===== config.mk =====
export PLATFORM = sky130hd
export DESIGN_NAME = pc_fetch_unit_flat
export DESIGN_NICKNAME = d
export VERILOG_FILES = /design/src/rtl/fetch_pkg.sv /design/src/rtl/pc_fetch_unit_if.sv /design/src/rtl/pc_next_sel.sv /design/src/rtl/pc_fetch_unit.sv /design/src/flat_wrapper.sv
export SDC_FILE = /design/constraint.sdc
export NUM_CORES = 1
export LEC_CHECK = 0
export BUFFER_PORTS_ARGS = -buffer_cell sky130_fd_sc_hd__buf_2
export CORE_MARGIN = 3
export CORE_UTILIZATION = 30
export CTS_BUF_LIST = sky130_fd_sc_hd__clkbuf_4 sky130_fd_sc_hd__clkbuf_8
export DETAILED_ROUTE_END_ITERATION = 8
export SETUP_SLACK_MARGIN = 0.2
export SYNTH_ARGS = -nofsm -noshare
export SYNTH_HDL_FRONTEND = slang
export SYNTH_SLANG_ARGS = --single-unit

===== constraint.sdc =====
create_clock -name clk -period 7 [get_ports clk]
set_clock_uncertainty 0.2 [all_clocks]
set_input_delay 1.05 -clock clk [delete_from_list [all_inputs] [get_ports clk]]
set_output_delay 1.05 -clock clk [all_outputs]
set_load 0.02 [all_outputs]

===== src/rtl/fetch_pkg.sv =====
// Shared types and constants for the instruction-fetch stage.
// FSM state encoding, PC width and instruction size.
package fetch_pkg;

  localparam int unsigned          PC_W             = 32;
  localparam int unsigned          INSTR_BYTES      = 4;
  localparam logic [PC_W-1:0]      RESET_PC_DEFAULT = 32'h0000_0000;

  typedef enum logic [1:0] {
    BOOT  = 2'd0,
    RUN   = 2'd1,
    FAULT = 2'd2
  } fetch_state_e;

endpackage


===== src/rtl/pc_fetch_unit_if.sv =====
// Fetch-stage bus: redirect/stall inputs, instruction-memory port and decode bundle.
// master = fetch unit, slave = surrounding pipeline and memory.
interface pc_fetch_unit_if;
  import fetch_pkg::*;

  logic            stall;
  logic            branch_taken;
  logic [PC_W-1:0] branch_target;
  logic            jump;
  logic [PC_W-1:0] jump_target;
  logic [PC_W-1:0] read_address;
  logic [31:0]     instruction;
  logic [31:0]     if_instr;
  logic [PC_W-1:0] if_pc;
  logic [PC_W-1:0] if_pc_plus4;
  logic            if_valid;
  logic            fault;
  logic [31:0]     fetch_count;

  modport master (
    input  stall, branch_taken, branch_target, jump, jump_target, instruction,
    output read_address, if_instr, if_pc, if_pc_plus4, if_valid, fault, fetch_count
  );

  modport slave (
    output stall, branch_taken, branch_target, jump, jump_target, instruction,
    input  read_address, if_instr, if_pc, if_pc_plus4, if_valid, fault, fetch_count
  );

endinterface


===== src/rtl/pc_next_sel.sv =====
// Next-PC priority mux (jump > branch > stall > sequential) plus alignment/range check.
// Purely combinational; stall selects the current PC.
module pc_next_sel
  import fetch_pkg::*;
#(
  parameter int unsigned IMEM_BYTES = 256
) (
  input  logic [PC_W-1:0] pc,
  input  logic            jump,
  input  logic [PC_W-1:0] jump_target,
  input  logic            branch_taken,
  input  logic [PC_W-1:0] branch_target,
  input  logic            stall,
  output logic [PC_W-1:0] next_pc,
  output logic            fault_detect
);

  localparam logic [PC_W-1:0] LAST_PC = PC_W'(IMEM_BYTES - INSTR_BYTES);

  logic [PC_W:0] seq_pc;
  logic          seq_wrap;

  always_comb begin
    seq_pc   = {1'b0, pc} + (PC_W+1)'(INSTR_BYTES);
    seq_wrap = 1'b0;
    next_pc  = seq_pc[PC_W-1:0];
    if (jump) begin
      next_pc = jump_target;
    end else if (branch_taken) begin
      next_pc = branch_target;
    end else if (stall) begin
      next_pc = pc;
    end else begin
      // Carry out of pc+4 is an out-of-range target even though the low bits look legal.
      seq_wrap = seq_pc[PC_W];
    end
    fault_detect = (next_pc[1:0] != 2'b00) || (next_pc > LAST_PC) || seq_wrap;
  end

endmodule


===== src/rtl/pc_fetch_unit.sv =====
// Instruction-fetch stage: owns PC, addresses memory with next PC, emits {instr, pc} bundle.
// Zero added latency over the memory's one-cycle read; stall holds PC and re-reads the same word.
module pc_fetch_unit
  import fetch_pkg::*;
#(
  parameter logic [PC_W-1:0] RESET_PC   = RESET_PC_DEFAULT,
  parameter int unsigned     IMEM_BYTES = 256
) (
  input  logic              clk,
  input  logic              rst_n,
  pc_fetch_unit_if.master   fif
);

  fetch_state_e    state_q, state_d;
  logic [PC_W-1:0] pc_q, pc_d;
  logic [31:0]     fetch_count_q, fetch_count_d;
  logic [PC_W-1:0] next_pc;
  logic            fault_detect;
  logic [PC_W-1:0] read_address;

  pc_next_sel #(
    .IMEM_BYTES (IMEM_BYTES)
  ) u_pc_next_sel (
    .pc            (pc_q),
    .jump          (fif.jump),
    .jump_target   (fif.jump_target),
    .branch_taken  (fif.branch_taken),
    .branch_target (fif.branch_target),
    .stall         (fif.stall),
    .next_pc       (next_pc),
    .fault_detect  (fault_detect)
  );

  always_ff @(posedge clk or negedge rst_n) begin
    if (!rst_n) begin
      state_q       <= BOOT;
      pc_q          <= RESET_PC;
      fetch_count_q <= '0;
    end else begin
      state_q       <= state_d;
      pc_q          <= pc_d;
      fetch_count_q <= fetch_count_d;
    end
  end

  always_comb begin
    state_d       = state_q;
    pc_d          = pc_q;
    fetch_count_d = fetch_count_q;
    read_address  = pc_q;
    case (state_q)
      BOOT: begin
        read_address = RESET_PC;
        pc_d         = RESET_PC;
        state_d      = RUN;
      end
      RUN: begin
        // An illegal target never reaches memory: keep re-reading the current word.
        if (fault_detect) begin
          state_d = FAULT;
        end else begin
          read_address = next_pc;
          pc_d         = next_pc;
          if (!fif.stall) begin
            fetch_count_d = fetch_count_q + 32'd1;
          end
        end
      end
      FAULT: begin
        read_address = pc_q;
      end
      default: begin
        state_d = BOOT;
      end
    endcase
  end

  assign fif.read_address = read_address;
  assign fif.if_instr     = fif.instruction;
  assign fif.if_pc        = pc_q;
  assign fif.if_pc_plus4  = pc_q + PC_W'(INSTR_BYTES);
  assign fif.if_valid     = (state_q == RUN);
  assign fif.fault        = (state_q == FAULT);
  assign fif.fetch_count  = fetch_count_q;

endmodule


===== src/flat_wrapper.sv =====
// flat-port wrapper written by rule: the top's interface ports become plain ports
module pc_fetch_unit_flat import fetch_pkg::*;
#(
  parameter logic [PC_W-1:0] RESET_PC   = RESET_PC_DEFAULT,
  parameter int unsigned     IMEM_BYTES = 256
)
  (clk, rst_n, fif_stall, fif_branch_taken, fif_branch_target, fif_jump, fif_jump_target, fif_instruction, fif_read_address, fif_if_instr, fif_if_pc, fif_if_pc_plus4, fif_if_valid, fif_fault, fif_fetch_count);
  pc_fetch_unit_if fif_i ();
  input  logic clk;
  input  logic rst_n;
  input wire logic [$bits(fif_i.stall)-1:0] fif_stall;
  input wire logic [$bits(fif_i.branch_taken)-1:0] fif_branch_taken;
  input wire logic [$bits(fif_i.branch_target)-1:0] fif_branch_target;
  input wire logic [$bits(fif_i.jump)-1:0] fif_jump;
  input wire logic [$bits(fif_i.jump_target)-1:0] fif_jump_target;
  input wire logic [$bits(fif_i.instruction)-1:0] fif_instruction;
  output wire logic [$bits(fif_i.read_address)-1:0] fif_read_address;
  output wire logic [$bits(fif_i.if_instr)-1:0] fif_if_instr;
  output wire logic [$bits(fif_i.if_pc)-1:0] fif_if_pc;
  output wire logic [$bits(fif_i.if_pc_plus4)-1:0] fif_if_pc_plus4;
  output wire logic [$bits(fif_i.if_valid)-1:0] fif_if_valid;
  output wire logic [$bits(fif_i.fault)-1:0] fif_fault;
  output wire logic [$bits(fif_i.fetch_count)-1:0] fif_fetch_count;
  assign fif_i.stall = fif_stall;
  assign fif_i.branch_taken = fif_branch_taken;
  assign fif_i.branch_target = fif_branch_target;
  assign fif_i.jump = fif_jump;
  assign fif_i.jump_target = fif_jump_target;
  assign fif_i.instruction = fif_instruction;
  assign fif_read_address = fif_i.read_address;
  assign fif_if_instr = fif_i.if_instr;
  assign fif_if_pc = fif_i.if_pc;
  assign fif_if_pc_plus4 = fif_i.if_pc_plus4;
  assign fif_if_valid = fif_i.if_valid;
  assign fif_fault = fif_i.fault;
  assign fif_fetch_count = fif_i.fetch_count;
  pc_fetch_unit #(.RESET_PC(RESET_PC), .IMEM_BYTES(IMEM_BYTES)) u_core (.clk(clk), .rst_n(rst_n), .fif(fif_i));
endmodule

After elaboration in Yosys (flattened, before gate mapping)
Cells that the tools add are included.
Storage, ports and cells
  flip-flop bits (word level): 66
  output and inout bits: 162
Cells by class
  add/sub/neg operators: 3
  magnitude comparators: 1
  eq/ne operators: 3
  muxes and demuxes: 10
  bitwise operators: 3
  reduce and logical (&&, ||, !) cells: 6
Operators with widths (number)
  $mux 32: 4
  $pmux 32 s2: 1
  $add 32x3->33 const B: 1
  $add 32x1->32 const B: 1
  $add 32x3->32 const B: 1
  $gt 32x8->1 const B: 1
  $pmux 2 s3: 1
  $mux 1: 3
  $not 1->1: 3
  $reduce_and 3->1: 1
  $eq 2x1->1 const B: 1
  $eq 2x2->1 const B: 1
  $logic_not 2->1: 1
  $logic_or 1x1->1: 2
  $mux 2: 1
  $ne 2x1->1 const B: 1
  $reduce_and 2->1: 1
  $reduce_bool 2->1: 1

Depth between registers and ports, before layout
  word-level depth: 9
  mapped depth: 12
  mapped depth without buffers: 9

Modules after synthesis
Synthesis repeated with hierarchy kept, for this count alone.
Unflattened totals
  cells, all modules: 575
  area total of the unflattened synthesis: 4999.8 sq um
Modules (own cells, without submodules)
  pc_fetch_unit: times used 1, cells an instance 329, area each 3534.6 sq um, seq. area each 1651.6 sq um
  pc_next_sel: times used 1, cells an instance 246, area each 1465.2 sq um, seq. area each 0.0 sq um

Worst setup path before layout
OpenSTA, ideal clock, no wires.
  kind: input port to output port
  start: input fif_stall
  end: output fif_read_address[3]
  data arrival time: 4.315 ns
  required time: 5.750 ns
  slack: 1.435 ns
  stages: 10
  cells stage by stage: buf_4 nand4b_1 nor3_2 mux2_1 a221o_1 a2111o_1 or4_4 or2_0 clkbuf_1 o311ai_1
Between the ends
  longest elaborated chain between the ends: 8
  elaborated cells on any way between the ends: 12
Ends and longest elaborated chain
  start: declaration: line flat_wrapper.sv:11  | input wire logic [$bits(fif_i.stall)-1:0] fif_stall;
  $mux 32: line pc_next_sel.sv:31  | end else if (stall) begin
  $mux 32: line pc_next_sel.sv:29  | end else if (branch_taken) begin
  $mux 32: line pc_next_sel.sv:27  | if (jump) begin
  $gt 32x8->1 or $reduce_bool 2->1 (tied branches): line pc_next_sel.sv:37  | fault_detect = (next_pc[1:0] != 2'b00) || (next_pc > LAST_PC) || seq_wrap;
  $logic_or 1x1->1 (2 in a row): line pc_next_sel.sv:37
  $mux 32 (*): line pc_fetch_unit.sv:59  | if (fault_detect) begin
  $pmux 32 s2 (*): line pc_fetch_unit.sv:51  | case (state_q)
  end: declaration: line flat_wrapper.sv:17  | output wire logic [$bits(fif_i.read_address)-1:0] fif_read_address;
Every way passes the cells marked *; elsewhere a longest branch is shown, timed or not.

Final worst setup path
  start: input fif_stall
  end: output fif_read_address[17]
The elaborated chain is that of the path after synthesis.

==> impl_metrics.tcl <==
set metrics [dict create \
    clockBufferDepth 2 \
    critPathTopFamily "simple AND/OR/NAND/NOR gates" \
    status "finished clean" \
    hold_viol 0 \
    peakVddDrop_v 0.0000990 \
    min_period_over_period 0.855 \
    drt_iter0_drc 233 \
    synthToLayoutAreaGrowth_pct 21.3 \
    layout_commonest_cell "buf_2" \
    cp_slowest_cell "nor3_2" \
    synth_area_per_cell_um2 8.90 \
    dp_slack_ns 1.06 \
    cp-end-kind "output pin" \
    fin_crit_ns 5.99 \
    placementRows 46 \
    cts_resized 0 \
    busiest_layer "met2" \
    hp-start "u_core.fif.fetch_count[31]" \
    ioPinCount 263 \
    grt_max_degree 67 \
    synth_fp_nets 660 \
    ys_seq_elements 66 \
    grt_pass1_wl_mm 27.1 \
    track_usage 0.192 \
    synth_area_leaders "dfrtp_1, xor2_1, buf_4" \
    path_cells "buf_2 -> nand4b_1 -> nor3_2 -> mux2_1 -> a221o_1 -> a2111o_1 -> or4_4 -> buf_4 -> o21ai_2 -> buf_4 -> a21boi_0 -> buf_2" \
    cts.sinks 66 \
    crit_fanout 38 \
    clkTransAtPathRegs_ns 0.08 \
    maxCapViolCount 0 \
    synth.top_cell.area_share 0.333 \
    place_congestion 0.898 \
    start_util 0.310 \
    most-common-layout-cells "buf_2, dfrtp_1, xor2_1" \
    htree_levels 3 \
    power_leakage_nw 3.05 \
    numCtsBuffers 9 \
    rsz0062_at_grt "no" \
    die_w_um 135 \
    fin_setup_tns_ns 0 \
    worst_slack_ns 1.01 \
    drt_first_pass_iters 4 \
    cts_tree "yes" \
    critical_path_arrival_ns 4.74 \
    synth.cell_area_um2 4960 \
    path_buf_inv 4 \
    crit_type "in -> out" \
    cts_hold_buf 0 \
    synth_cell_types 69 \
    antenna_cells 0 \
    fp.dieH_um 135 \
    use_met3 0.0477 \
    drcViolationCount 0 \
    wire_per_inst_um 19.6 \
    grt_use_met2 0.303 \
    setup_viol 0 \
    fin_nets 796 \
    slowest_delay_ns 0.60 \
    cts_setup_buffers 0 \
    r2r-end "u_core.fif.fetch_count[1]" \
    layout-drive-gt1-share 0.360 \
    fmax_ghz 0.167 \
    die_area_um2 18100 \
    reg2reg_setup_slack_ns 2.64 \
    synth_largest_area_cell "dfrtp_1" \
    synth-async-reset-ratio 1.00 \
    ys_seq_area_frac 0.333 \
    slew_headroom 0.281 \
    syn_inst 557 \
    hold_path_class "reg -> reg" \
    totalWireLength_mm 17.9 \
    synth_edf_count 0 \
    grt_pass1_vias 4680 \
    worstMarginPinSlew_ns 1.08 \
    ant_nets 0 \
    yosys_warnings 0 \
    cts-root-buf "clkbuf_8" \
    num_vias 4829 \
    ys.flop_type "dfrtp_1" \
    numPortBuffers 198 \
    vias_per_cell 5.28 \
    rr_startpoint "u_core.fif.if_pc[4]" \
    antenna_found_initial 0 \
    power_density_nw_per_um2 158 \
    critPathRequiredTime_ns 5.75 \
    min_path_cells 1 \
    use_met1 0.261 \
    hold_path_end "u_core.fif.fetch_count[31]" \
    hpwlAfterDp_mm 13.6 \
    clock_latency_ns 0.37 \
    start_kind "primary input" \
    maxSlewViolCount 0 \
    core_area_um2 16000 \
    ff2ff_path_depth 8 \
    grt_overflow 0 \
]
worst max path at each step:
stage / from / endpoint / slack [ns] / cells after the start
2_1_floorplan: fif_stall / fif_read_address[3] / 1.43 / 10
6_report: fif_stall / fif_read_address[17] / 1.01 / 12
4_1_cts: fif_stall / fif_read_address[19] / 1.03 / 12
3_3_place_gp: fif_stall / fif_read_address[10] / 1.13 / 12
5_1_grt: fif_stall / fif_read_address[25] / 0.83 / 12
3_5_place_dp: fif_stall / fif_read_address[19] / 1.06 / 12
state kept, by name, summed over array words and instances (netlist names):
signal	cells
u_core.fif.if_pc	32
u_core.fif.fetch_count	32
u_core.state_q	2
area by class of cell:
type                            instances  area (um2)
Inverter                               15        56.3
Clock buffer                           10         138
Clock inverter                          6        90.1
Timing Repair Buffer                  203        1030
Sequential cell                        66        1650
Fill cell                            1730        9990
Tap cell                              216         270
Multi-Input combinational cell        398        2780
report_power, final:
group / internal (W) / total (W) / switching [W]
registers: 0.000388 / 0.000408 / 0.0000197
logic: 0.0000436 / 0.000164 / 0.000120
clock network: 0.000211 / 0.000378 / 0.000167
total: 0.000643 / 0.000950 / 0.000307
cell families (layout without fill, tap and decap cells):
| family | count (synthesis) | in the layout | share of synthesized area |
|---|---|---|---|
| adders and majority gates | 2 | 2 | 0.00505 |
| DFF | 66 | 66 | 0.333 |
| buffers and inverters | 93 | 234 | 0.107 |
| AOI/OAI and AO/OA | 95 | 95 | 0.138 |
| muxes | 5 | 5 | 0.0106 |
| xor gates and xnor gates | 73 | 73 | 0.129 |
| and+or+nand+nor | 223 | 223 | 0.277 |
cell usage after synthesis (all sizes together), types with 2 or more instances:
cell	n
mux2i	3
buf	54
inv	14
nor3	28
nand4	20
nor2b	3
or3	5
nor2	30
and3	8
or2	7
nor4b	3
o211ai	9
a311oi	3
a31oi	3
nand3b	2
a21o	2
xnor2	24
o21a	3
a311o	2
ha	2
a21boi	22
a211oi	3
o2111ai	2
a2111oi	2
dfrtp	66
or4	5
nand3	27
o21ai	12
nand4b	2
nor4	34
a21oi	15
mux2	2
o31ai	2
and4	6
o311ai	6
xor2	49
nand2	38
clkbuf	24
metal layers:
| metal | part of all wire | up-vias |
|---|---|---|
| met5 | 0 | - |
| met4 | 0.018 | 0 |
| met2 | 0.45 | 218 |
| met3 | 0.081 | 26 |
| li1 | - | 2267 |
| met1 | 0.45 | 2318 |
stage by stage:
step	area [um2]	power [W]	hold slack, ns	util	cells
6_report	6010	0.000950	0.277	0.376	914
3_5_place_dp	5790	0.000580	0.260	0.362	898
2_1_floorplan	4960	0.000530	0.297	-	557
5_1_grt	6010	0.000992	0.289	0.376	914
4_1_cts	6010	0.000962	0.276	0.376	914
3_3_place_gp	5790	0.000579	0.263	0.362	898
Power figures use the tool's default switching activity.
